[config.mk]
export PLATFORM = sky130hd
export DESIGN_NAME = mem_port_arbiter
export DESIGN_NICKNAME = d
export VERILOG_FILES = /design/src/rtl/mem_arb_pkg.sv /design/src/rtl/mem_tag_pipe.sv /design/src/rtl/mem_port_arbiter.sv
export SDC_FILE = /design/constraint.sdc
export NUM_CORES = 1
export LEC_CHECK = 0
export ABC_AREA = 1
export CORE_AREA = 5 5 104 106
export CTS_CLUSTER_SIZE = 8
export DETAILED_ROUTE_END_ITERATION = 6
export DIE_AREA = 0 0 109 111
export HOLD_SLACK_MARGIN = 0.1
export PLACE_DENSITY = 0.69
export SLEW_MARGIN = 40
export SYNTH_ARGS = -nofsm -noshare
export SYNTH_HDL_FRONTEND = slang
export SYNTH_SLANG_ARGS = --single-unit
[constraint.sdc]
create_clock -name clk -period 1.9 [get_ports clk]
set_input_delay 0.38 -clock clk [delete_from_list [all_inputs] [get_ports clk]]
set_output_delay 0.38 -clock clk [all_outputs]
set_load 0.01 [all_outputs]
[src/rtl/mem_arb_pkg.sv]
// Shared types for the unified memory-port arbiter.
// Owner encoding, response tag and default timing constants.
package mem_arb_pkg;

  typedef enum logic {
    OWN_FETCH = 1'b0,
    OWN_DATA  = 1'b1
  } owner_e;

  typedef struct packed {
    logic   valid;
    owner_e owner;
  } tag_t;

  localparam int DEF_RD_LATENCY   = 2;
  localparam int DEF_STARVE_LIMIT = 4;

  function automatic tag_t tag_age(
    input tag_t   t,
    input logic   inv,
    input owner_e inv_owner
  );
    tag_t r;
    r = t;
    if (inv && t.owner == inv_owner) begin
      r.valid = 1'b0;
    end
    return r;
  endfunction

endpackage

[src/rtl/mem_tag_pipe.sv]
// Shift register of response tags, one stage per cycle of read latency.
// Entries of one owner can be invalidated as they advance.
module mem_tag_pipe
  import mem_arb_pkg::*;
#(
  parameter int RD_LATENCY = DEF_RD_LATENCY
) (
  input  logic   clk,
  input  logic   rst_n,
  input  tag_t   push,
  input  logic   inv,
  input  owner_e inv_owner,
  output tag_t   tail
);

  tag_t [RD_LATENCY-1:0] stage;

  always_ff @(posedge clk or negedge rst_n) begin
    if (!rst_n) begin
      stage <= '0;
    end else begin
      stage[0] <= push;
      for (int i = 1; i < RD_LATENCY; i++) begin
        stage[i] <= tag_age(stage[i-1], inv, inv_owner);
      end
    end
  end

  assign tail = stage[RD_LATENCY-1];

endmodule

[src/rtl/mem_port_arbiter.sv]
// Arbitrates fetch and data onto one memory port and routes
// fixed-latency read data back to the issuing requester.
module mem_port_arbiter
  import mem_arb_pkg::*;
#(
  parameter int RD_LATENCY   = DEF_RD_LATENCY,
  parameter int STARVE_LIMIT = DEF_STARVE_LIMIT
) (
  input  logic        clk,
  input  logic        rst_n,
  input  logic        if_req,
  input  logic [31:0] if_addr,
  output logic        if_gnt,
  output logic        if_rvalid,
  output logic [31:0] if_rdata,
  input  logic        d_req,
  input  logic [31:0] d_addr,
  input  logic [3:0]  d_we,
  input  logic [31:0] d_wdata,
  output logic        d_gnt,
  output logic        d_rvalid,
  output logic [31:0] d_rdata,
  input  logic        flush,
  output logic        mem_req,
  output logic [31:0] mem_addr,
  output logic [3:0]  mem_we,
  output logic [31:0] mem_wdata,
  input  logic [31:0] mem_rdata
);

  localparam logic [3:0] LIMIT = 4'(STARVE_LIMIT);

  logic [3:0] starve_cnt;
  logic       starved;
  logic       if_win;
  logic       d_win;
  tag_t       push;
  tag_t       tail;

  assign starved = (starve_cnt == LIMIT);
  assign if_win  = if_req & ~flush & (~d_req | starved);
  assign d_win   = d_req & ~if_win;

  // Reset gates only the outputs; state is held by the async clear.
  assign if_gnt = if_win & rst_n;
  assign d_gnt  = d_win & rst_n;

  assign mem_req   = if_gnt | d_gnt;
  assign mem_addr  = d_gnt ? d_addr :
                     if_gnt ? if_addr : '0;
  assign mem_we    = d_gnt ? d_we : '0;
  assign mem_wdata = d_gnt ? d_wdata : '0;

  always_ff @(posedge clk or negedge rst_n) begin
    if (!rst_n) begin
      starve_cnt <= '0;
    end else if (!if_req || if_win) begin
      starve_cnt <= '0;
    end else if (!starved) begin
      starve_cnt <= starve_cnt + 4'd1;
    end
  end

  always_comb begin
    push       = '0;
    push.owner = OWN_FETCH;
    unique case (1'b1)
      if_win: begin
        push.valid = 1'b1;
        push.owner = OWN_FETCH;
      end
      d_win: begin
        push.valid = (d_we == 4'd0);
        push.owner = OWN_DATA;
      end
      default: ;
    endcase
  end

  mem_tag_pipe #(
    .RD_LATENCY(RD_LATENCY)
  ) u_tag_pipe (
    .clk      (clk),
    .rst_n    (rst_n),
    .push     (push),
    .inv      (flush),
    .inv_owner(OWN_FETCH),
    .tail     (tail)
  );

  assign if_rvalid = tail.valid & (tail.owner == OWN_FETCH)
                   & ~flush;
  assign d_rvalid  = tail.valid & (tail.owner == OWN_DATA);
  assign if_rdata  = if_rvalid ? mem_rdata : '0;
  assign d_rdata   = d_rvalid ? mem_rdata : '0;

endmodule

### Yosys cells after proc, flatten, opt, wreduce, memory -nomap -nowiden

Index checks and enable logic that the tools add are counted.

| word-level totals | value |
|---|---|
| register bits after elaboration | 8 |
| bits of input ports | 137 |
| output and inout bits | 137 |
| logic and storage cells | 37 |

| operators by class | value |
|---|---|
| $add $sub $neg | 1 |
| equality and inequality tests | 2 |
| mux-type cells | 10 |
| bitwise operators | 15 |
| reduce and logical (&&, ||, !) cells | 4 |

Operator list:

| kind | count |
|---|---|
| 32-bit 2-to-1 mux | 5 |
| 4-bit 2-to-1 mux | 3 |
| 1-bit AND | 8 |
| 1-bit inverter | 5 |
| 4-bit by 1-bit adder with 4-bit output, second input constant | 1 |
| 4-bit by 3-bit equality test with 1-bit output, second input constant | 1 |
| 4-bit logical NOT | 1 |
| 2-bit one-hot mux with 2 select lines | 1 |
| 2-bit by 1-bit != test with 1-bit output, second input constant | 1 |
| 1-bit OR | 2 |
| 1-bit logical AND | 1 |
| 1-bit logical NOT | 1 |
| 1-bit logical OR | 1 |
| 1-bit 2-to-1 mux | 1 |

### Logic depth before layout (Yosys ltp)

| depth | value |
|---|---|
| depth in word-level cells | 7 |
| depth in mapped cells | 8 |
| gate-level depth less buffers | 7 |

### Hierarchy

Synthesis repeated with hierarchy kept, for this count alone.

| second synthesis, totals | value |
|---|---|
| cells, all modules | 347 |
| area total of the unflattened synthesis | 1689.1 µm² |

By module, submodules not included:

| module | times used | cells each | area each (µm²) | sequential area each (µm²) |
|---|---|---|---|---|
| mem_port_arbiter | 1 | 334 | 1546.5 | 100.1 |
| mem_tag_pipe | 1 | 13 | 142.6 | 100.1 |

### Worst setup path before layout

OpenSTA, ideal clock, no wires.

| timing path | value |
|---|---|
| path type | reg-to-output |
| from | register starve_cnt[0] |
| to | output mem_wdata[22] |
| arrival time | 1.397 ns |
| required time | 1.520 ns |
| path slack | 0.123 ns |
| cell stages (with the launch flop) | 9 |
| buffers on the path | 1 |
| path through | dfrtp_1 > inv_1 > ha_1 > nand2_1 > nor2_2 > a21oi_4 > nand2_4 > buf_4 > nor2_1 |

| on the way | value |
|---|---|
| word-level cells in the longest chain between the ends | 7 |

RTL lines:

| element | RTL line | RTL |
|---|---|---|
| start, declared | mem_port_arbiter.sv:33 | `logic [3:0] starve_cnt;` |
| start signal, assigned | mem_port_arbiter.sv:60 | `starve_cnt <= starve_cnt + 4'd1;` |
| 4-bit by 3-bit equality test with 1-bit output | mem_port_arbiter.sv:40 | `assign starved = (starve_cnt == LIMIT);` |
| 1-bit OR | mem_port_arbiter.sv:41 | `assign if_win = if_req & ~flush & (~d_req \| starved);` |
| 1-bit AND | mem_port_arbiter.sv:41 |  |
| 1-bit inverter | mem_port_arbiter.sv:42 | `assign d_win = d_req & ~if_win;` |
| 1-bit AND | mem_port_arbiter.sv:42 |  |
| 1-bit AND | mem_port_arbiter.sv:46 | `assign d_gnt = d_win & rst_n;` |
| 32-bit 2-to-1 mux | mem_port_arbiter.sv:52 | `assign mem_wdata = d_gnt ? d_wdata : '0;` |
| end, declared | mem_port_arbiter.sv:27 | `output logic [31:0] mem_wdata,` |

Every way passes these cells.

### Final worst setup path

| timing path | value |
|---|---|
| from | register starve_cnt[0] |
| to | output mem_wdata[30] |

Same word-level chain as after synthesis.

==> results.md <==
* CORE AREA at 9680 µm²
* Crit path buffers/inverters at 5
* Async S/R FF share, synth at 100%
* Setup ws final at -0.240 ns
* R2r endpoint: u_tag_pipe.stage[0]
* Synth cell count leaders: nor2_1, inv_1, nand2_1
* Combinational power share at 72.1%
* Failing checks: setup timing
* Initial antenna violation count at 0
* Clk Latency, worst-skew pair at 0.23 ns
* First-pass GRT wire length at 16900 µm
* Pins Over Slew Limit at 0
* Row count at 36
* Crit-path cells: inv_2 > ha_4 > nand2_4 > nor2_4 > a21oi_4 > buf_6 > buf_12 > buf_8 > nand2_8 > nor2_1 > buf_2
* Pwr Total at 1.43 mW
* Worst slew pin tran at 0.321 ns
* Setup crit end kind: output pin
* Worst VDD drop at 0.000144 V
* H-tree level count at 1
* Status: finished with violations
* Residual DRC at 0
* Reg2reg start: starve_cnt[0]
* Critical path type: reg -> out
* Gr ovfl total at 0
* Die span in y at 111 µm
* Non-Filler Instances at 784
* # placed instances at 753
* Pleak at 2.97 nW
* Tmin final at 2.14 ns
* Vias per cell at 4.30
* RSZ-0062 raised after global routing: yes
* Post-Layout Inst Area at 5370 µm²
* Ys flop type: dfrtp_1
* Mapped Nets at 478
* Hold-fix buffers at CTS at 0
* Setup violators final at 71
* Max-cap viol count at 0
* DRT antenna net count at 0
* Final Hold Violating Endpoints at 0
* NetSw at 516 µW
* Slowest cell on the critical path: dfrtp_1
* Reg2reg setup slack at 0.38 ns
* CTS buffer count at 3
* Critical path depth at 11
* Clock Power Share at 14.3%
* CP max FO at 4
* Largest net degree at the start of global routing at 34
* Sequential-to-total area share from yosys stat at 12.1%
* Fill cell count at 928
* Ant diodes at 0
* Worst hold path type: reg -> reg
* Critical path endpoint: mem_wdata[30]
* Most frequent cell after synthesis: nor2_1
* Dpl hpwl at 8810 µm
* Worst path arrival time at 1.76 ns
* Effective utilization at floorplan at 17.0%
* Ports at 274
* FF+latch count, synth at 8
* Clock buffer depth at 2
* Drt pass-1 iters at 4
* Number of flops mapped to enable cells by yosys at 0
* Clock transition at the registers of the reported paths at 0.04 ns
* Pint at 909 µW
* Pwr dens at 265 nW/µm²
* Highest clock rate at 0.467 GHz
* Crit start category: flip-flop
* Vias in the first global route at 3429
* Clk sinks at 8
* Final Core Density at 55.5%
* CTS tree: yes
* Initial DRC count at 93
* Vias at 3374
* Dpl ws at -0.785 ns
* Placed Area at 4760 µm²
* Synthesized area at 1650 µm²
* Switch share at 36.2%
* Seq. cell area at 200 µm²
* Top cell type by total area after synthesis: nor2_1
* Share of cells above drive strength 1 at 31.8%
* # port buffers at 273
* Global-route usage over all layers at 17.2%
* Die Wd at 109 µm
* Tcrit/Tclk final at 113%
* Slowest stage delay, CP at 0.38 ns
* Clk root buf: clkbuf_8
* Multi-input gate area at 1520 µm²
* Share of the synthesized area in the top cell type at 23.2%
* Drt total wl at 11700 µm
* Post-Route Skew at 0.00344 ns
* # nets final at 792
* Synth cell types at 19
* Critical path startpoint: starve_cnt[0]
* Synth-to-Final Area Change at 226%
* Total die area at 12100 µm²
* Avg Cell Area, Syn at 4.87 µm²
* GPL Wtd Cong at 0.722
* Slew HR at 78.6%
* CP top delay family: buffers and inverters
* R2R cell count at 9
* Post-synthesis cell count at 339
* Worst EP required at 1.52 ns
* Syn. warnings at 0
* Routed len/inst at 14.9 µm
* Power share of the sequential group at 13.7%
* Dominant cells by area after synthesis: nor2_1, inv_1, nand4_1
==> final cells by class <==
cell class,instances,area share [%]
Timing Repair Buffer,329,58.7
Multi-Input combinational cell,232,28.2
Inverter,79,5.52
Sequential cell,8,3.73
Tap cell,133,3.10
Clock buffer,3,0.769
==> sequential cells by signal (all words and copies together), names as in the netlist <==
name,flops
u_tag_pipe.stage,2
u_tag_pipe.tail,2
starve_cnt,4
==> cell usage in the layout (no fill, tap or decap), drive strengths merged <==
master and n:
a21boi 1, a21oi 6, buf 106, clkbuf 19, clkdlybuf4s15 17, clkdlybuf4s50 133
dfrtp 8, dlygate4sd2 52, dlymetal6s2s 5, ha 2, inv 79, nand2 49
nand3 34, nand4 33, nor2 104, nor3 1, o21ai 1, xnor2 1
==> routing by layer <==
metal / wire length, µm / track usage (%)
met1: 4130 / 17.4
met2: 6220 / 33.6
met3: 1220 / 4.78
met4: 95 / 3.79
met5: 0 / 0
==> cell families (layout without fill, tap and decap cells) <==
family | after synthesis | in the layout | share of synthesized area, %
and+or+nand+nor | 216 | 221 | 57.5
buffers and inverters | 104 | 411 | 25.0
AOI/OAI and AO/OA | 8 | 8 | 3.26
DFF | 8 | 8 | 12.1
adders and majority gates | 2 | 2 | 1.52
xor gates and xnor gates | 1 | 1 | 0.531
==> through the flow <==
stage          hold slack [ns]  setup TNS [ns]
6_report                 0.373          -13.21
5_1_grt                  0.393          -18.92
4_1_cts                  0.377          -15.96
3_5_place_dp             0.368          -66.94
3_3_place_gp             0.357          -62.36
2_1_floorplan           0.0844               0
==> worst min-delay path by stage <==
stage                              startpoint                  to  slack [ns]  depth (start not counted)
after floorplan                         rst_n       starve_cnt[0]        0.08                          0
after global placement    u_tag_pipe.stage[0]  u_tag_pipe.tail[0]        0.36                          0
after detailed placement  u_tag_pipe.stage[0]  u_tag_pipe.tail[0]        0.37                          0
after CTS                 u_tag_pipe.stage[0]  u_tag_pipe.tail[0]        0.38                          0
after global routing      u_tag_pipe.stage[0]  u_tag_pipe.tail[0]        0.39                          0
final                     u_tag_pipe.stage[0]  u_tag_pipe.tail[0]        0.37                          0
==> what timing repair did <==
item	CTS	global route
pin swaps	6	15
resized for setup	354	124
gates cloned	6	3
setup buffers	15	5
endpoints found under the setup margin	132	108
==> power groups by stage <==
stage | Sequential, mW | Clock, mW | Combinational (mW)
floorplan | 0.196 | 0 | 0.265
global placement | 0.193 | 0 | 0.852
detailed placement | 0.194 | 0 | 0.866
CTS | 0.194 | 0.208 | 0.923
global route | 0.196 | 0.216 | 1.10
finish | 0.195 | 0.203 | 1.03
(Power assumes the default switching activity.)
